[config.mk]
export PLATFORM = sky130hd
export DESIGN_NAME = hazard_ctrl
export DESIGN_NICKNAME = d
export VERILOG_FILES = /design/src/rtl/hazard_ctrl.sv
export SDC_FILE = /design/constraint.sdc
export NUM_CORES = 1
export LEC_CHECK = 0
export ABC_AREA = 1
export CAP_MARGIN = 20
export CORE_ASPECT_RATIO = 1.5
export CORE_UTILIZATION = 39
export CTS_CLUSTER_DIAMETER = 80
export DETAILED_ROUTE_END_ITERATION = 6
export PLACE_DENSITY = 0.71
export SLEW_MARGIN = 10
export SYNTH_ARGS = -nofsm -noshare
export SYNTH_HDL_FRONTEND = slang
export SYNTH_SLANG_ARGS = --single-unit
[constraint.sdc]
create_clock -name clk -period 2.9 [get_ports clk]
set_input_delay 0.725 -clock clk [delete_from_list [all_inputs] [get_ports clk]]
set_output_delay 0.725 -clock clk [all_outputs]
set_load 0.01 [all_outputs]
[src/rtl/hazard_ctrl.sv]
// Operand-select encoding shared between the hazard controller and the EX operand muxes.
package hazard_ctrl_pkg;
    typedef enum logic [1:0] {
        id2ex_buf   = 2'd0,   // operand from the ID/EX pipeline buffer
        mem_forward = 2'd1,   // operand forwarded from the EX/MEM result
        wb_forward  = 2'd2    // operand forwarded from the MEM/WB result
    } alu_data_sel_t;
endpackage

// Purpose: RV32I 5-stage hazard control -- registered EX forwarding selects, load-use stall, redirect flush.
// Latency: selects registered, valid while the consumer sits in EX (1 cycle after ID); stall/flush are combinational.
// Backpressure: a load-use hazard holds PC and IF/ID for one cycle and bubbles ID/EX; a redirect flushes IF/ID and bubbles ID/EX.
//
// Ports:
//   clk, rst                      core clock, async active-high reset
//   id_*_i                        decoded fields of the instruction in ID
//   ex_redirect_i                 taken branch / jump resolved in EX
//   alu_rs1/rs2_data_sel_c_o      EX operand mux selects
//   stall_pc_o, stall_if_id_o     hold front end
//   flush_if_id_o, bubble_id_ex_o squash IF/ID, insert NOP into ID/EX
//   stall_cnt_o, flush_cnt_o      saturating event counters
module hazard_ctrl
    import hazard_ctrl_pkg::*;
#(
    parameter int REG_ADDR_W = 5,
    parameter int CNT_W      = 32
) (
    input  logic                  clk,
    input  logic                  rst,
    input  logic                  id_valid_i,
    input  logic [REG_ADDR_W-1:0] id_rs1_addr_i,
    input  logic [REG_ADDR_W-1:0] id_rs2_addr_i,
    input  logic                  id_rs1_used_i,
    input  logic                  id_rs2_used_i,
    input  logic [REG_ADDR_W-1:0] id_rd_addr_i,
    input  logic                  id_reg_write_i,
    input  logic                  id_is_load_i,
    input  logic                  ex_redirect_i,
    output alu_data_sel_t         alu_rs1_data_sel_c_o,
    output alu_data_sel_t         alu_rs2_data_sel_c_o,
    output logic                  stall_pc_o,
    output logic                  stall_if_id_o,
    output logic                  flush_if_id_o,
    output logic                  bubble_id_ex_o,
    output logic [CNT_W-1:0]      stall_cnt_o,
    output logic [CNT_W-1:0]      flush_cnt_o
);

    typedef struct packed {
        logic                  valid;
        logic [REG_ADDR_W-1:0] rd;
        logic                  we;
        logic                  ld;
    } slot_t;

    slot_t ex_slot, mem_slot, wb_slot;
    slot_t id_info;

    alu_data_sel_t rs1_sel_q, rs2_sel_q;
    alu_data_sel_t rs1_sel_d, rs2_sel_d;

    logic [CNT_W-1:0] stall_cnt_q;
    logic [CNT_W-1:0] flush_cnt_q;

    logic load_use;
    logic bubble;
    logic id_advance;

    // x0 is hardwired zero, so a write to it is never a real producer.
    function automatic logic slot_match(input slot_t s,
                                        input logic [REG_ADDR_W-1:0] rs,
                                        input logic used);
        return s.valid && s.we && (s.rd == rs) && (rs != '0) && used;
    endfunction

    // Younger producer (EX) wins; its result will sit in EX/MEM next cycle.
    function automatic alu_data_sel_t pick_sel(input slot_t ex_s,
                                               input slot_t mem_s,
                                               input logic [REG_ADDR_W-1:0] rs,
                                               input logic used);
        if (slot_match(ex_s, rs, used)) begin
            return mem_forward;
        end else if (slot_match(mem_s, rs, used)) begin
            return wb_forward;
        end
        return id2ex_buf;
    endfunction

    always_comb begin
        id_info       = '0;
        id_info.valid = id_valid_i;
        id_info.rd    = id_rd_addr_i;
        id_info.we    = id_reg_write_i;
        id_info.ld    = id_is_load_i;
    end

    always_comb begin
        load_use = id_valid_i && ex_slot.ld &&
                   (slot_match(ex_slot, id_rs1_addr_i, id_rs1_used_i) ||
                    slot_match(ex_slot, id_rs2_addr_i, id_rs2_used_i));
    end

    // Redirect overrides load-use: the stalled consumer is being squashed anyway,
    // so the front end must move on to the new PC rather than hold.
    always_comb begin
        stall_pc_o     = 1'b0;
        stall_if_id_o  = 1'b0;
        flush_if_id_o  = 1'b0;
        bubble_id_ex_o = 1'b0;
        if (ex_redirect_i) begin
            flush_if_id_o  = 1'b1;
            bubble_id_ex_o = 1'b1;
        end else if (load_use) begin
            stall_pc_o     = 1'b1;
            stall_if_id_o  = 1'b1;
            bubble_id_ex_o = 1'b1;
        end
    end

    assign bubble     = bubble_id_ex_o;
    assign id_advance = id_valid_i && !bubble;

    always_comb begin
        rs1_sel_d = id2ex_buf;
        rs2_sel_d = id2ex_buf;
        if (id_advance) begin
            rs1_sel_d = pick_sel(ex_slot, mem_slot, id_rs1_addr_i, id_rs1_used_i);
            rs2_sel_d = pick_sel(ex_slot, mem_slot, id_rs2_addr_i, id_rs2_used_i);
        end
    end

    // WB slot is tracked for completeness; the register file bypasses WB writes
    // to same-cycle ID reads, so it never produces a forward select.
    always_ff @(posedge clk or posedge rst) begin
        if (rst) begin
            ex_slot  <= '0;
            mem_slot <= '0;
            wb_slot  <= '0;
        end else begin
            wb_slot  <= mem_slot;
            mem_slot <= ex_slot;
            ex_slot  <= id_advance ? id_info : '0;
        end
    end

    always_ff @(posedge clk or posedge rst) begin
        if (rst) begin
            rs1_sel_q <= id2ex_buf;
            rs2_sel_q <= id2ex_buf;
        end else begin
            rs1_sel_q <= rs1_sel_d;
            rs2_sel_q <= rs2_sel_d;
        end
    end

    always_ff @(posedge clk or posedge rst) begin
        if (rst) begin
            stall_cnt_q <= '0;
            flush_cnt_q <= '0;
        end else begin
            if (load_use && !ex_redirect_i && (stall_cnt_q != '1)) begin
                stall_cnt_q <= stall_cnt_q + 1'b1;
            end
            if (ex_redirect_i && (flush_cnt_q != '1)) begin
                flush_cnt_q <= flush_cnt_q + 1'b1;
            end
        end
    end

    assign alu_rs1_data_sel_c_o = rs1_sel_q;
    assign alu_rs2_data_sel_c_o = rs2_sel_q;
    assign stall_cnt_o          = stall_cnt_q;
    assign flush_cnt_o          = flush_cnt_q;

endmodule

== Yosys cells after proc, flatten, opt, wreduce, memory -nomap -nowiden ==
Cells that the tools add are included.

* Register bits: 83
* Input port bits: 23
* Logic and storage cells: 63

* $add $sub $neg: 2
* Equality and inequality tests: 6
* Muxes and demuxes: 19
* Reductions and logical operators: 25

{| class="wikitable"
|+ Operators with widths
! cell !! number
|-
| 32-bit by 1-bit adder with 32-bit output, second input constant || 2
|-
| 32-bit != test, second input constant || 2
|-
| 5-bit equality test || 4
|-
| 1-bit logical AND || 20
|-
| 2-bit 2-to-1 mux || 8
|-
| 1-bit 2-to-1 mux || 10
|-
| 5-bit nonzero test || 2
|-
| 8-bit 2-to-1 mux || 1
|-
| 1-bit zero test || 2
|-
| 1-bit logical OR || 1
|}

== Logic depth before layout (Yosys ltp) ==
* Word-level depth: 13
* Mapped depth: 12
* Gate-level depth less buffers: 12

== Worst setup path before layout ==
OpenSTA, ideal clock, no wires.

* Path kind: input to output
* From: input port id_rs2_addr_i[0]
* To: output port stall_pc_o
* Data arrival time: 1682 ps
* Data required time: 2175 ps
* Path slack: 493 ps
* Stages on the path: 8
* Buffers on the path: 1
* Path through: or2_2 -> nor2_1 -> nor2_1 -> nand2_1 -> nand2_2 -> nand3_1 -> inv_1 -> buf_4

* Longest elaborated chain between the ends: 8
* Elaborated cells on any way between the ends: 9
* Those cells by class: eq/ne: 1; mux: 2; reduce/logical: 6

{| class="wikitable"
|+ Ends and longest elaborated chain
! element !! line !! RTL
|-
| from (decl) || 32 || <nowiki>input logic [REG_ADDR_W-1:0] id_rs2_addr_i,</nowiki>
|-
| 5-bit equality test || 73 || <nowiki>return s.valid && s.we && (s.rd == rs) && (rs != '0) && used;</nowiki>
|-
| 1-bit logical AND || 73 ||
|-
| 1-bit logical AND (*) (2 in series) || 73 ||
|-
| 1-bit logical OR (*) || 99 || <nowiki>(slot_match(ex_slot, id_rs1_addr_i, id_rs1_used_i) ||</nowiki>
|-
| 1-bit logical AND (*) || 98 || <nowiki>load_use = id_valid_i && ex_slot.ld &&</nowiki>
|-
| 1-bit 2-to-1 mux (*) (2 in series) || -- ||
|-
| to (decl) || 41 || <nowiki>output logic stall_pc_o,</nowiki>
|}

Every way passes the cells marked *; elsewhere a longest branch is shown, timed or not.

== Final worst setup path ==
* From: input port id_rs1_used_i
* To: output port stall_pc_o

* Longest elaborated chain between the ends: 5

{| class="wikitable"
|+ Ends and longest elaborated chain
! element !! line !! RTL
|-
| from (decl) || 33 || <nowiki>input logic id_rs1_used_i,</nowiki>
|-
| 1-bit logical AND || 73 ||
|-
| 1-bit logical OR || 99 ||
|-
| 1-bit logical AND || 98 ||
|-
| 1-bit 2-to-1 mux || 113 || <nowiki>end else if (load_use) begin</nowiki>
|-
| 1-bit 2-to-1 mux || 110 || <nowiki>if (ex_redirect_i) begin</nowiki>
|}

Every way passes these cells.

==> flow_metrics.tcl <==
set metrics [dict create \
    grt_overflow_total 0 \
    reg2reg_slack_ns 0.87 \
    hpwl_after_detailed_placement_mm 9.76 \
    cts.reportedPaths.clkPinSlew_ns 0.06 \
    timing.critical_path.from_type "input pin" \
    first_global_vias 4416 \
    ctsLongestPathBuffers 2 \
    track_usage_pct 20.2 \
    synthesis_stage_register_bit_count 83 \
    seq_area_frac_synth_pct 40.9 \
    timing.reg2reg.worst_path_depth 10 \
    synthCells 715 \
    die_width_microns 95.1 \
    min_cycle_time_layout_ns 2.81 \
    grt_start_max_net_pins 39 \
    antenna_cells_inserted 0 \
    synthDominantAreaCellType "sky130_fd_sc_hd__dfrtp_1" \
    route.detailed.drc 0 \
    grt_use_met2_pct 35.5 \
    numClockSinks 83 \
    critical_path.reg2reg.endpoint "stall_cnt_o[2]" \
    timing_hold_violations_final 0 \
    run_status "completed" \
    maxSlewHeadroom_pct 65.3 \
    worstPathArrival_ns 2.08 \
    fin_cells 991 \
    tritoncts "done" \
    clockRootBuffer "sky130_fd_sc_hd__clkbuf_16" \
    cap_viol_max_count 0 \
    synth_fp_nets 740 \
    yosys.area.top_type_share_pct 40.9 \
    post_synth_num_cell_types 32 \
    route.detailed.vias_per_inst 4.75 \
    p_leak_uw 0.00313 \
    detailroute.via_count 4704 \
    hold_depth 0 \
    clkLatencyLatePin_ns 0.34 \
    cpMaxStageDelayCell "sky130_fd_sc_hd__clkdlybuf4s50_1" \
    ctsHtreeMaxLevel 3 \
    synth.top_cells.by_area "sky130_fd_sc_hd__dfrtp_1 41%, sky130_fd_sc_hd__nand2_1 23%, sky130_fd_sc_hd__xnor2_1 5.7%, sky130_fd_sc_hd__xor2_1 5.7%, sky130_fd_sc_hd__nor2_1 5.6%" \
    grt_antenna_before_repair 0 \
    synthesis.area_per_instance_sq_um 7.10 \
    synthArstFlopShare_pct 100 \
    path_buf_inv 4 \
    hold_buf_cts 0 \
    die_h_microns 142 \
    initial_utilization_pct 40.3 \
    worst_r2r_startpoint "stall_cnt_o[0]" \
    fp.coreArea_sq_mm 0.0126 \
    drt_wl_total_mm 13.1 \
    final.hold.worst_slack_ns 0.371 \
    layout.nets 856 \
    cellPowerDensity_mw_per_mm2 417 \
    number_of_cts_inserted_buffers 9 \
    grt.met3_usage_pct 3.59 \
    floorplan.die_area_sq_mm 0.0135 \
    setup-violations-final 0 \
    io_pins 95 \
    cp_data_required_time_ns 2.17 \
    gp_congestion 0.939 \
    drv_slew 0 \
    final.setup_skew_ns 0.00717 \
    synth-edff-count 0 \
    tightestPinTransition_ns 0.516 \
    buffer_ports.inserted 94 \
    synthesis.yosys.warnings 0 \
    core.rowCount 50 \
    critPathMaxStageDelay_ns 0.45 \
    area_growth_pct 31.0 \
    hold_path_startpoint "ex_slot[7]" \
    worst-path-max-fanout 3 \
    final_antenna_net_count 0 \
    drt-initial-drc-count 181 \
    dr.pass1.iters 4 \
    critical_path.top_delay_family "buffers and inverters" \
    vdd.ir_drop.worst_mv 0.259 \
    worst-setup-path-type "in -> out" \
    worst_hold_path.endpoint "mem_slot[7]" \
    timing.critical_path.cells "clkdlybuf4s50_1, inv_1, a21oi_1, nand2_1, nor2_1, nand2_1, nand2_2, nand3_1, inv_1, clkdlybuf4s15_2" \
    busiest_layer "met2" \
    final_min_period_over_clock_period_pct 96.8 \
    first_pass_grt_wire_length_mm 20.9 \
    mappedNetlistArea_sq_mm 0.00507 \
    maxClockFrequency_mhz 356 \
    synth_top_flop_cell "sky130_fd_sc_hd__dfrtp_1" \
    end_kind "primary output" \
    wl_per_cell_microns 13.2 \
    place.detailed.instances 973 \
    drive_gt1_share_pct 8.38 \
    worst_hold_path_type "reg -> reg" \
    grtUsageMet1_pct 23.0 \
]
## routing by layer
layer,part of all wire [%],wire length (microns)
met1,41,5370
met4,3.1,399
met5,0,0
met3,3.8,493
met2,52,6810
## cells by family (layout without fill, tap and decap cells)
family	count (synthesis)	in the layout	share of synthesized area (%)
flip-flops	83	83	40.9
AO/OA/AOI/OAI	20	20	2.10
buffers and inverters	82	202	6.95
XOR/XNOR	66	66	11.4
AND/OR/NAND/NOR	462	462	38.1
adder cells (fa/ha/maj)	2	2	0.493
## layout by cell type (no fill, tap or decap), types with 2 or more instances in the layout
cell type	instances
sky130_fd_sc_hd__clkdlybuf4s50_1	82
sky130_fd_sc_hd__clkinv_2	4
sky130_fd_sc_hd__nor2_4	3
sky130_fd_sc_hd__nand3_1	14
sky130_fd_sc_hd__nor3_1	30
sky130_fd_sc_hd__inv_1	60
sky130_fd_sc_hd__nor2_2	4
sky130_fd_sc_hd__ha_1	2
sky130_fd_sc_hd__clkinvlp_4	2
sky130_fd_sc_hd__dfrtp_1	83
sky130_fd_sc_hd__clkbuf_16	9
sky130_fd_sc_hd__o21ai_0	13
sky130_fd_sc_hd__buf_12	4
sky130_fd_sc_hd__a211oi_1	2
sky130_fd_sc_hd__xnor2_1	33
sky130_fd_sc_hd__dlygate4sd2_1	3
sky130_fd_sc_hd__a21oi_1	2
sky130_fd_sc_hd__nand2_2	4
sky130_fd_sc_hd__nor3_2	2
sky130_fd_sc_hd__buf_4	24
sky130_fd_sc_hd__nand4_1	12
sky130_fd_sc_hd__inv_2	3
sky130_fd_sc_hd__nand3_2	3
sky130_fd_sc_hd__nand2_1	306
sky130_fd_sc_hd__dlymetal6s2s_1	7
sky130_fd_sc_hd__or2_2	2
sky130_fd_sc_hd__nand3b_1	4
sky130_fd_sc_hd__xor2_1	33
sky130_fd_sc_hd__nor2_1	75
## power breakdown
part	internal, uW	total (uW)	switching [uW]
Sequential	1220	1290	75.6
Combinational	206	422	216
Clock	594	1060	467
Total	2020	2770	758
## repair_timing
| action | in CTS | in global routing |
|---|---|---|
| setup endpoints to repair | 3 | 3 |
| gates resized for setup | 10 | 10 |
| pin swaps | 2 | 4 |
| buffers inserted | 1 | 2 |
## state kept, by name, indices dropped and copies added (netlist names)
signal	cells
stall_cnt_o	32
mem_slot	7
alu_rs2_data_sel_c_o	2
ex_slot	8
flush_cnt_o	32
alu_rs1_data_sel_c_o	2
## worst max path at each step
stage | from | to | slack [ns] | depth (start not counted)
after detailed placement | id_rs2_addr_i[0] | stall_pc_o | -0.32 | 9
after global routing | id_rs1_used_i | stall_pc_o | -0.008 | 10
after CTS | id_rs1_addr_i[3] | stall_pc_o | 0.004 | 10
after global placement | id_rs2_addr_i[0] | stall_if_id_o | -0.29 | 9
after floorplan | rst | alu_rs1_data_sel_c_o[0] | 0.04 | 1
final | id_rs1_used_i | stall_pc_o | 0.09 | 10
## layout make-up
cell class | instances | area [sq um]
Sequential cell | 83 | 2080
Timing Repair Buffer | 122 | 1210
Clock buffer | 10 | 239
Clock inverter | 5 | 30.0
Tap cell | 156 | 195
Fill cell | 1223 | 5930
Multi-Input combinational cell | 550 | 2650
Inverter | 65 | 245
## stage by stage
step | setup slack (ns) | setup TNS (ns) | power, uW | instance area [sq um] | util, %
after CTS | 0.00410 | 0 | 2810 | 6620 | 52.7
after floorplan | 0.0382 | 0 | 1520 | 5070 | -
after global placement | -0.292 | -0.855 | 1730 | 6340 | 50.4
final | 0.0918 | 0 | 2770 | 6650 | 52.9
after global routing | -0.00797 | -0.0156 | 2910 | 6650 | 52.9
after detailed placement | -0.316 | -0.921 | 1740 | 6340 | 50.4
## worst reg2reg max path, cell delays in order (launching register included)
cell                      delay (ns)
sky130_fd_sc_hd__dfrtp_1        0.43
sky130_fd_sc_hd__ha_1           0.31
sky130_fd_sc_hd__nand3_1        0.23
sky130_fd_sc_hd__inv_1          0.12
sky130_fd_sc_hd__nand2_2        0.11
sky130_fd_sc_hd__nor2_4         0.16
sky130_fd_sc_hd__nand3_2        0.12
sky130_fd_sc_hd__nand4_2        0.15
sky130_fd_sc_hd__buf_12         0.19
sky130_fd_sc_hd__nand2_1        0.08
sky130_fd_sc_hd__nand2_1        0.06
## Yosys cell counts (3+ instances only)
library cell and n:
sky130_fd_sc_hd__dfrtp_1 83, sky130_fd_sc_hd__nor2_1 76, sky130_fd_sc_hd__buf_4 5, sky130_fd_sc_hd__nor2_4 3, sky130_fd_sc_hd__a21oi_1 3, sky130_fd_sc_hd__nand3b_1 4
sky130_fd_sc_hd__xor2_1 33, sky130_fd_sc_hd__buf_2 8, sky130_fd_sc_hd__nor2_2 3, sky130_fd_sc_hd__nand2_2 4, sky130_fd_sc_hd__inv_1 63, sky130_fd_sc_hd__o21ai_0 13
sky130_fd_sc_hd__nor3_1 30, sky130_fd_sc_hd__nand4_1 12, sky130_fd_sc_hd__nand3_2 3, sky130_fd_sc_hd__xnor2_1 33, sky130_fd_sc_hd__nand3_1 14, sky130_fd_sc_hd__nand2_1 306
Power figures use the tool's default switching activity.
